**src/rtl/wb_ack_gate_model_pkg.sv**
```systemverilog
// Shared sizing and entry layout for the write-back ack gate model.
// All lanes use the same defaults; change them here to retune the model.
package wb_ack_gate_model_pkg;

  localparam int LANES    = 3;
  localparam int DEPTH    = 4;
  localparam int TAG_W    = 6;
  localparam int DATA_W   = 64;
  localparam int MAX_WAIT = 255;

  localparam int PTR_W  = $clog2(DEPTH);
  // The wait counter must be able to hold MAX_WAIT+1, the saturation point.
  localparam int WAIT_W = $clog2(MAX_WAIT + 2);

  typedef struct packed {
    logic [TAG_W-1:0]  tag;
    logic [DATA_W-1:0] data;
  } wb_entry_t;

endpackage

```
**src/rtl/wb_lane_fifo.sv**
```systemverilog
// One write-back lane: a DEPTH-entry FIFO that releases its head once per
// cycle while ack is high, plus a sticky starvation flag on the head entry.
module wb_lane_fifo
  import wb_ack_gate_model_pkg::*;
(
  input  logic              clock,
  input  logic              reset,
  input  logic              ack,
  input  logic              req_valid,
  output logic              req_ready,
  input  logic [TAG_W-1:0]  req_tag,
  input  logic [DATA_W-1:0] req_data,
  output logic              wb_valid,
  output logic [TAG_W-1:0]  wb_tag,
  output logic [DATA_W-1:0] wb_data,
  output logic              err
);

  localparam logic [PTR_W:0]    CNT_FULL = (PTR_W + 1)'(DEPTH);
  localparam logic [WAIT_W-1:0] WAIT_SAT = WAIT_W'(MAX_WAIT + 1);

  wb_entry_t         mem [DEPTH];
  logic [PTR_W-1:0]  wr_ptr;
  logic [PTR_W-1:0]  rd_ptr;
  logic [PTR_W:0]    count;
  logic [WAIT_W-1:0] wait_cnt;
  logic [WAIT_W-1:0] wait_nxt;
  logic              empty;
  logic              push;
  logic              pop;

  // Handshake: a request transfers on a clock edge where req_valid and
  // req_ready are both high; req_ready depends only on fullness, so a pop in
  // the same cycle never frees a slot for that cycle's request.
  assign empty     = (count == '0);
  assign req_ready = (count != CNT_FULL);
  assign push      = req_valid && req_ready;
  assign pop       = ack && !empty;

  always_comb begin
    wait_nxt = wait_cnt;
    if (empty || pop) begin
      wait_nxt = '0;
    end else if (wait_cnt != WAIT_SAT) begin
      wait_nxt = wait_cnt + WAIT_W'(1);
    end
  end

  // Storage carries no reset; stale slots are unreachable once pointers clear.
  always_ff @(posedge clock) begin
    if (push) begin
      mem[wr_ptr] <= '{tag: req_tag, data: req_data};
    end
  end

  always_ff @(posedge clock) begin
    if (reset) begin
      wr_ptr   <= '0;
      rd_ptr   <= '0;
      count    <= '0;
      wait_cnt <= '0;
      err      <= 1'b0;
      wb_valid <= 1'b0;
      wb_tag   <= '0;
      wb_data  <= '0;
    end else begin
      if (push) begin
        wr_ptr <= wr_ptr + PTR_W'(1);
      end
      if (pop) begin
        rd_ptr  <= rd_ptr + PTR_W'(1);
        wb_tag  <= mem[rd_ptr].tag;
        wb_data <= mem[rd_ptr].data;
      end
      wb_valid <= pop;
      unique case ({push, pop})
        2'b10:   count <= count + (PTR_W + 1)'(1);
        2'b01:   count <= count - (PTR_W + 1)'(1);
        default: count <= count;
      endcase
      wait_cnt <= wait_nxt;
      if (wait_nxt == WAIT_SAT) begin
        err <= 1'b1;
      end
    end
  end

endmodule

```
**config.mk**
```make
export PLATFORM = sky130hd
export DESIGN_NAME = wb_lane_fifo
export DESIGN_NICKNAME = d
export VERILOG_FILES = /design/src/rtl/wb_ack_gate_model_pkg.sv /design/src/rtl/wb_lane_fifo.sv
export SDC_FILE = /design/constraint.sdc
export NUM_CORES = 1
export LEC_CHECK = 0
export CORE_UTILIZATION = 60
export DETAILED_ROUTE_END_ITERATION = 10
export PLACE_DENSITY = 0.84
export SYNTH_ARGS = -nofsm -noshare
export SYNTH_HDL_FRONTEND = slang
export SYNTH_SLANG_ARGS = --single-unit
```
**constraint.sdc**
```tcl
create_clock -name clock -period 6.3 [get_ports clock]
set_clock_uncertainty 0.05 [all_clocks]
set_input_delay 1.89 -clock clock [delete_from_list [all_inputs] [get_ports clock]]
set_output_delay 1.89 -clock clock [all_outputs]
set_load 0.1 [all_outputs]
```
==> results of run 1 <==
logic make-up after synthesis:
family / share of synthesized area (%)
multiplexers: 11.8
XOR/XNOR: 0.850
buffers and inverters: 1.67
adder cells (fa/ha/maj): 0.803
flip-flops: 75.9
AO/OA/AOI/OAI: 3.17
AND/OR/NAND/NOR: 5.75
cell usage after synthesis:
| library cell | count |
|---|---|
| a211oi_1 | 1 |
| a21bo_2 | 1 |
| a21oi_1 | 76 |
| a31oi_1 | 2 |
| and2_1 | 1 |
| and3_1 | 5 |
| and4bb_4 | 1 |
| buf_1 | 3 |
| buf_2 | 7 |
| clkbuf_1 | 29 |
| clkbuf_8 | 2 |
| dfxtp_1 | 88 |
| edfxtp_1 | 280 |
| fa_1 | 1 |
| ha_1 | 7 |
| inv_1 | 10 |
| inv_2 | 1 |
| mux2i_1 | 1 |
| mux4_2 | 70 |
| nand2_1 | 148 |
| nand2b_1 | 1 |
| nand3_1 | 4 |
| nor2_1 | 19 |
| nor2b_1 | 2 |
| nor3_1 | 3 |
| nor3b_1 | 1 |
| o21ai_0 | 1 |
| o311ai_0 | 1 |
| or3_1 | 3 |
| or4b_1 | 1 |
| xnor2_1 | 6 |
| xor2_1 | 7 |
per-layer routing:
layer / up-vias / global-route usage [%] / share of wire, %
li1: 3246 / - / -
met1: 3489 / 31.2 / 41
met2: 212 / 38.8 / 51
met3: 42 / 4.22 / 6.2
met4: 0 / 7.05 / 2.1
met5: - / 0 / 0
power breakdown:
group          internal [mW]  switching [mW]
Clock                   1.25           0.838
Combinational          0.707            1.53
Sequential              2.96           0.202
how the worst min path moves through the flow:
| stage | startpoint | endpoint |
|---|---|---|
| after floorplan | wr_ptr[1] | wr_ptr[1] |
| after global placement | wb_data[27] | wb_data[27] |
| after detailed placement | wb_data[27] | wb_data[27] |
| after CTS | wb_data[27] | wb_data[27] |
| after global routing | wb_data[27] | wb_data[27] |
| final | wb_data[27] | wb_data[27] |
stage by stage:
stage | setup slack [ns] | cells
floorplan | 2.24 | 783
detailed placement | 1.79 | 1172
global placement | 1.87 | 1172
finish | 1.95 | 1238
CTS | 1.93 | 1237
global route | 1.86 | 1238
flip-flops by register name (all words and copies together), names as in the netlist:
register,flops
err,1
wb_data,64
wait_cnt,9
mem,280
count,3
wb_valid,1
rd_ptr,2
wb_tag,6
wr_ptr,2
worst max-delay path, delay by kind of cell (launching register included):
family / cells / cell delay (ns)
simple gates: 1 / 0.25
flops: 1 / 0.37
buf+inv: 2 / 1.29
area by class of cell:
class	instances	area [um^2]	area share (%)
well taps	280	350	2.16
diodes	1	2.50	0.0154
multi-input cells	363	3030	18.6
flip-flops and latches	368	10200	62.6
clock buffers	55	1070	6.60
repair buffers	150	1490	9.16
inverters	11	41.3	0.254
clock inverters	10	91.3	0.562
==> summary.md, run 1 <==
| Metric | Value |
|---|---|
| Area Overhead vs Synth | `21.3%` |
| Status | `completed` |
| Top cell type's share of synthesized area | `62.8%` |
| R2R Path Start | `count[2]` |
| Relative slew margins | `26.1%` |
| Initial antenna violation count | `1` |
| Critical path data arrival time | `2.41 ns` |
| Layout Utilization | `approximately three quarters` |
| Commonest cells after routing, fill and taps aside | `280 x edfxtp_1, 148 x nand2_1, 145 x clkdlybuf4s50_1` |
| Width of the die | `151 um` |
| CP required | `4.36 ns` |
| GPL Wtd Cong | `around 0.8` |
| CTS tree | `yes` |
| Yosys reg bits | `between 300 and 400` |
| DRT Pass-1 Iters | `4` |
| PortBufs | `around 150` |
| Worst setup EP type | `primary output` |
| Setup violators final | `0` |
| NumNets Final | `1013` |
| Hpwl dp | `about 14000 um` |
| Worst reg2reg setup slack | `3.71 ns` |
| CP Max Fanout | `6` |
| Leak | `5.22 nW` |
| Leading cell type in the layout, fill and taps excluded | `edfxtp_1` |
| I/O Pins | `around 150` |
| Gr usage total | `about 23%` |
| CTS Hold Bufs | `0` |
| Gate Count Post-Synth | `783` |
| CTS Sinks | `between 300 and 400` |
| Post-route minimum period | `4.35 ns` |
| Crit path launch type | `flip-flop` |
| Post-Syn Nets | `between 800 and 900` |
| Leading area contributor after synthesis | `edfxtp_1` |
| Core Box Area | `around 22000 um^2` |
| # rows | `54` |
| Final Max Tran Viols | `0` |
| Fin area | `16300 um^2` |
| Reg2reg path depth | `9` |
| Sequential share of the synthesized area | `between 70% and 80%` |
| Yosys warns | `0` |
| Initial Utilization | `about three fifths` |
| Post-DR wirelength/cell | `a little over 20 um` |
| Post-route clock period utilization | `69.0%` |
| CP Class | `reg -> out` |
| Clock latency on the worst-skew pair | `0.50 ns` |
| Synth top area cells | `edfxtp_1 63%, dfxtp_1 13%, mux4_2 12%` |
| RSZ-0062 raised after global routing | `no` |
| Max Root-Sink Buffers | `3` |
| Hold Crit Depth | `2` |
| Crit. Startpoint | `count[0]` |
| CTS HTree Levels | `2` |
| DRT Wirelength | `25400 um` |
| Postcts setup bufs | `0` |
| Total power | `7.49 mW` |
| Post-Place Cell Area | `15100 um^2` |
| Total negative slack | `0 ns` |
| Max VDD drop | `about 0.00036 V` |
| Vias in the first global route | `just over 7k` |
| DRC viols | `0` |
| Final ANT Viol Nets | `0` |
| Cts bufs inserted | `37` |
| Worst Hold Margin | `between 0.4 and 0.5 ns` |
| Power density cells | `461 nW/um^2` |
| Clock root buffer | `clkbuf_16` |
| Slowest Stage Delay on Critical Path | `1.20 ns` |
| Fraction of layout instances using a drive strength above 1 | `around 14%` |
| CP max stage cell | `clkdlybuf4s50_1` |
| DR vias | `6989` |
| Final Hold Vio Count | `0` |
| # fillers | `approximately 1.3k` |
| CTS resizes | `0` |
| Die footprint | `approximately 23000 um^2` |
| Critical Path End | `req_ready` |
| Mapped Avg Cell Area | `approximately 17 um^2` |
| Measured slew at the worst slew-check pin | `approximately 1.1 ns` |
| Die Span Y | `around 150 um` |
| Cell Chain, Critical Path | `inv_1 > nand3_1 > clkdlybuf4s50_1` |
| Hold Crit Class | `reg -> reg` |
| Maxcap violations | `0` |
| Largest net degree at the start of global routing | `81` |
| DRT iter0 DRCs | `505` |
| Post-DR vias/cell | `5.65` |
| Clk slew on worst S/H paths | `0.06 ns` |
| Post-synthesis cell type count | `32` |
| First-pass GRT wire length | `38900 um` |
| Fmax | `roughly 230 MHz` |
| Post-Syn Area | `13400 um^2` |
| Capturing point of the worst reg2reg path | `count[2]` |
| Grt ovf | `0` |
Power figures use the tool's default switching activity.
==> inputs of run 2 (changes only) <==
CORE_UTILIZATION = 56   (was 60)
PLACE_DENSITY = 0.79   (was 0.84)
clock period = 4.25 ns   (was 6.3 ns; I/O delays follow)
==> run 2 against run 1 <==
Effect of this change: combinational power rose by 50%; wire length rose by 2.5%; flip-flop and latch count did not move; global-route usage fell by 1.2 points; first-iteration DRC count fell by 3.0%; via count rose by 2.3%; clock power rose by 71%; register-to-register slack got worse by 1.8 ns; critical path type unchanged; largest power group unchanged; critical path depth fell by 2; power rose by 55%; count of clock-buffer cells in the layout fell by 10.
==> summary.md, run 2 (same netlist as run 1, synthesis figures left out) <==
| Metric | Value |
|---|---|
| Initial antenna violation count | `1 (unchanged)` |
| DR vias | `7148 (+2.3%)` |
| Largest net degree at the start of global routing | `73 (-9.9%)` |
| Post-DR wirelength/cell | `20.2 um (-1.2%)` |
| Measured slew at the worst slew-check pin | `1.12 ns (+0.0142 ns)` |
| Max FFs per register | `280 (unchanged)` |
| Crit-path leading delay family | `buffers and inverters` |
| Maxcap violations | `0 (unchanged)` |
| Clock root buffer | `clkbuf_16` |
| CP Max Fanout | `2 (-4)` |
| Die footprint | `24500 um^2 (+7.0%)` |
| Die Span Y | `157 um (+3.5%)` |
| Number of diodes | `0 (-1)` |
| DRC viols | `0 (unchanged)` |
| Total power | `11.6 mW (+55%)` |
| Cell Chain, Critical Path | `clkdlybuf4s50_1` |
| Power density cells | `700 nW/um^2 (+52%)` |
| Fmax | `297 MHz` |
| Worst Hold Margin | `0.403 ns (+0.000656 ns)` |
| CP required | `2.92 ns (-1.44 ns)` |
| Clk slew on worst S/H paths | `0.06 ns (about the same)` |
| # rows | `56 (+3.7%)` |
| Width of the die | `157 um (+3.5%)` |
| Post-route minimum period | `3.37 ns` |
| Cts bufs inserted | `36 (-2.7%)` |
| Core Box Area | `23500 um^2 (+7.2%)` |
| CTS tree | `yes` |
| GPL Wtd Cong | `0.766 (-5.8%)` |
| Total negative slack | `0 ns (unchanged)` |
| Max Root-Sink Buffers | `3 (unchanged)` |
| Crit. Startpoint | `wb_data[52]` |
| Postcts setup bufs | `0 (unchanged)` |
| CTS HTree Levels | `2 (unchanged)` |
| I/O Pins | `147 (unchanged)` |
| Setup violators final | `0 (unchanged)` |
| Final ANT Viol Nets | `0 (unchanged)` |
| DRT Pass-1 Iters | `4 (unchanged)` |
| Area Overhead vs Synth | `23.9%` |
| Relative slew margins | `25.1% (-0.95 points)` |
| Leading cell type in the layout, fill and taps excluded | `edfxtp_1` |
| Max VDD drop | `0.000515 V (+43%)` |
| Final Max Tran Viols | `0 (unchanged)` |
| DRT Wirelength | `26000 um (+2.5%)` |
| Crit path launch type | `flip-flop` |
| CTS Hold Bufs | `0 (unchanged)` |
| Fraction of layout instances using a drive strength above 1 | `15.4% (+1.5 points)` |
| Gr usage total | `22.0% (-1.2 points)` |
| NumNets Final | `1019 (+0.59%)` |
| Hold Crit Class | `reg -> reg` |
| Final Hold Vio Count | `0 (unchanged)` |
| Biggest regs | `mem x280, wb_data x64, wait_cnt x9` |
| PortBufs | `146 (unchanged)` |
| Worst setup EP type | `primary output` |
| CP max stage cell | `clkdlybuf4s50_1` |
| Commonest cells after routing, fill and taps aside | `280 x edfxtp_1, 148 x nand2_1, 144 x clkdlybuf4s50_1` |
| Hpwl dp | `14100 um (-0.38%)` |
| Slowest Stage Delay on Critical Path | `1.19 ns (about the same)` |
| CTS Sinks | `368 (unchanged)` |
| Leak | `5.35 nW (+2.4%)` |
| R2R Path Start | `count[0]` |
| Clock latency on the worst-skew pair | `0.51 ns (about the same)` |
| Top reg by flops | `mem` |
| Status | `completed` |
| CP Class | `reg -> out` |
| CTS resizes | `0 (unchanged)` |
| RSZ-0062 raised after global routing | `no` |
| HP Start | `wb_data[5]` |
| Vias in the first global route | `7350 (+3.3%)` |
| DRT iter0 DRCs | `490 (-3.0%)` |
| Grt ovf | `0 (unchanged)` |
| Post-route clock period utilization | `79.4%` |
| Critical path data arrival time | `2.05 ns (-0.36 ns)` |
| Sum of buffers and inverters on the critical path | `1 (-1)` |
| Initial Utilization | `57.1% (-4.1 points)` |
| Post-DR vias/cell | `5.57 (-1.4%)` |
| First-pass GRT wire length | `40300 um (+3.5%)` |
==> run 2: cell count changes in the layout (fill, tap and decap cells not counted), moves of 3 or more <==
cell / change
clkinvlp_4: +3
clkbuf_8: -8
bufinv_16: +8
clkinv_1: -4
buf_4: +4
buf_12: +4
clkbuf_1: -3
==> run 2: layout make-up <==
| cell class | count | area (um^2) |
|---|---|---|
| fill | 1494 | 6880 |
| clock buffer | 45 | 977 |
| timing repair buffer | 157 | 1590 |
| multi-input combinational | 363 | 3030 |
| clock inverter | 21 | 378 |
| sequential | 368 | 10200 |
| tap | 319 | 399 |
| inverter | 11 | 41.3 |
==> run 2: report_power, final <==
part | switching (mW) | total [mW] | internal, mW
logic | 2.26 | 3.35 | 1.08
clock network | 1.31 | 3.57 | 2.26
registers | 0.325 | 4.70 | 4.38
total | 3.90 | 11.6 | 7.71
==> run 2: layer usage <==
| layer | vias to the layer above | GRT usage (%) | wire [um] |
|---|---|---|---|
| li1 | 3264 | - | - |
| met4 | 2 | 7.24 | 616 |
| met5 | - | 0 | 13 |
| met2 | 209 | 36.9 | 13100 |
| met1 | 3628 | 29.4 | 10900 |
| met3 | 45 | 3.85 | 1360 |
==> run 2: final timing paths <==
check | to | slack, ns | depth (start not counted)
max | wb_data[52] | 0.88 | 1
max reg2reg | count[2] | 1.94 | 10
min | wb_data[5] | 0.40 | 2
min reg2reg | wb_data[5] | 0.40 | 2
==> run 2: per-stage QoR <==
stage          cells  area, um^2  worst slack [ns]  util (%)
2_1_floorplan    783       13400             0.706         -
3_3_place_gp    1218       15200             0.904      64.9
3_5_place_dp    1218       15200             0.867      64.9
4_1_cts         1284       16600             0.850      70.7
5_1_grt         1284       16600             0.823      70.7
6_report        1284       16600             0.877      70.7
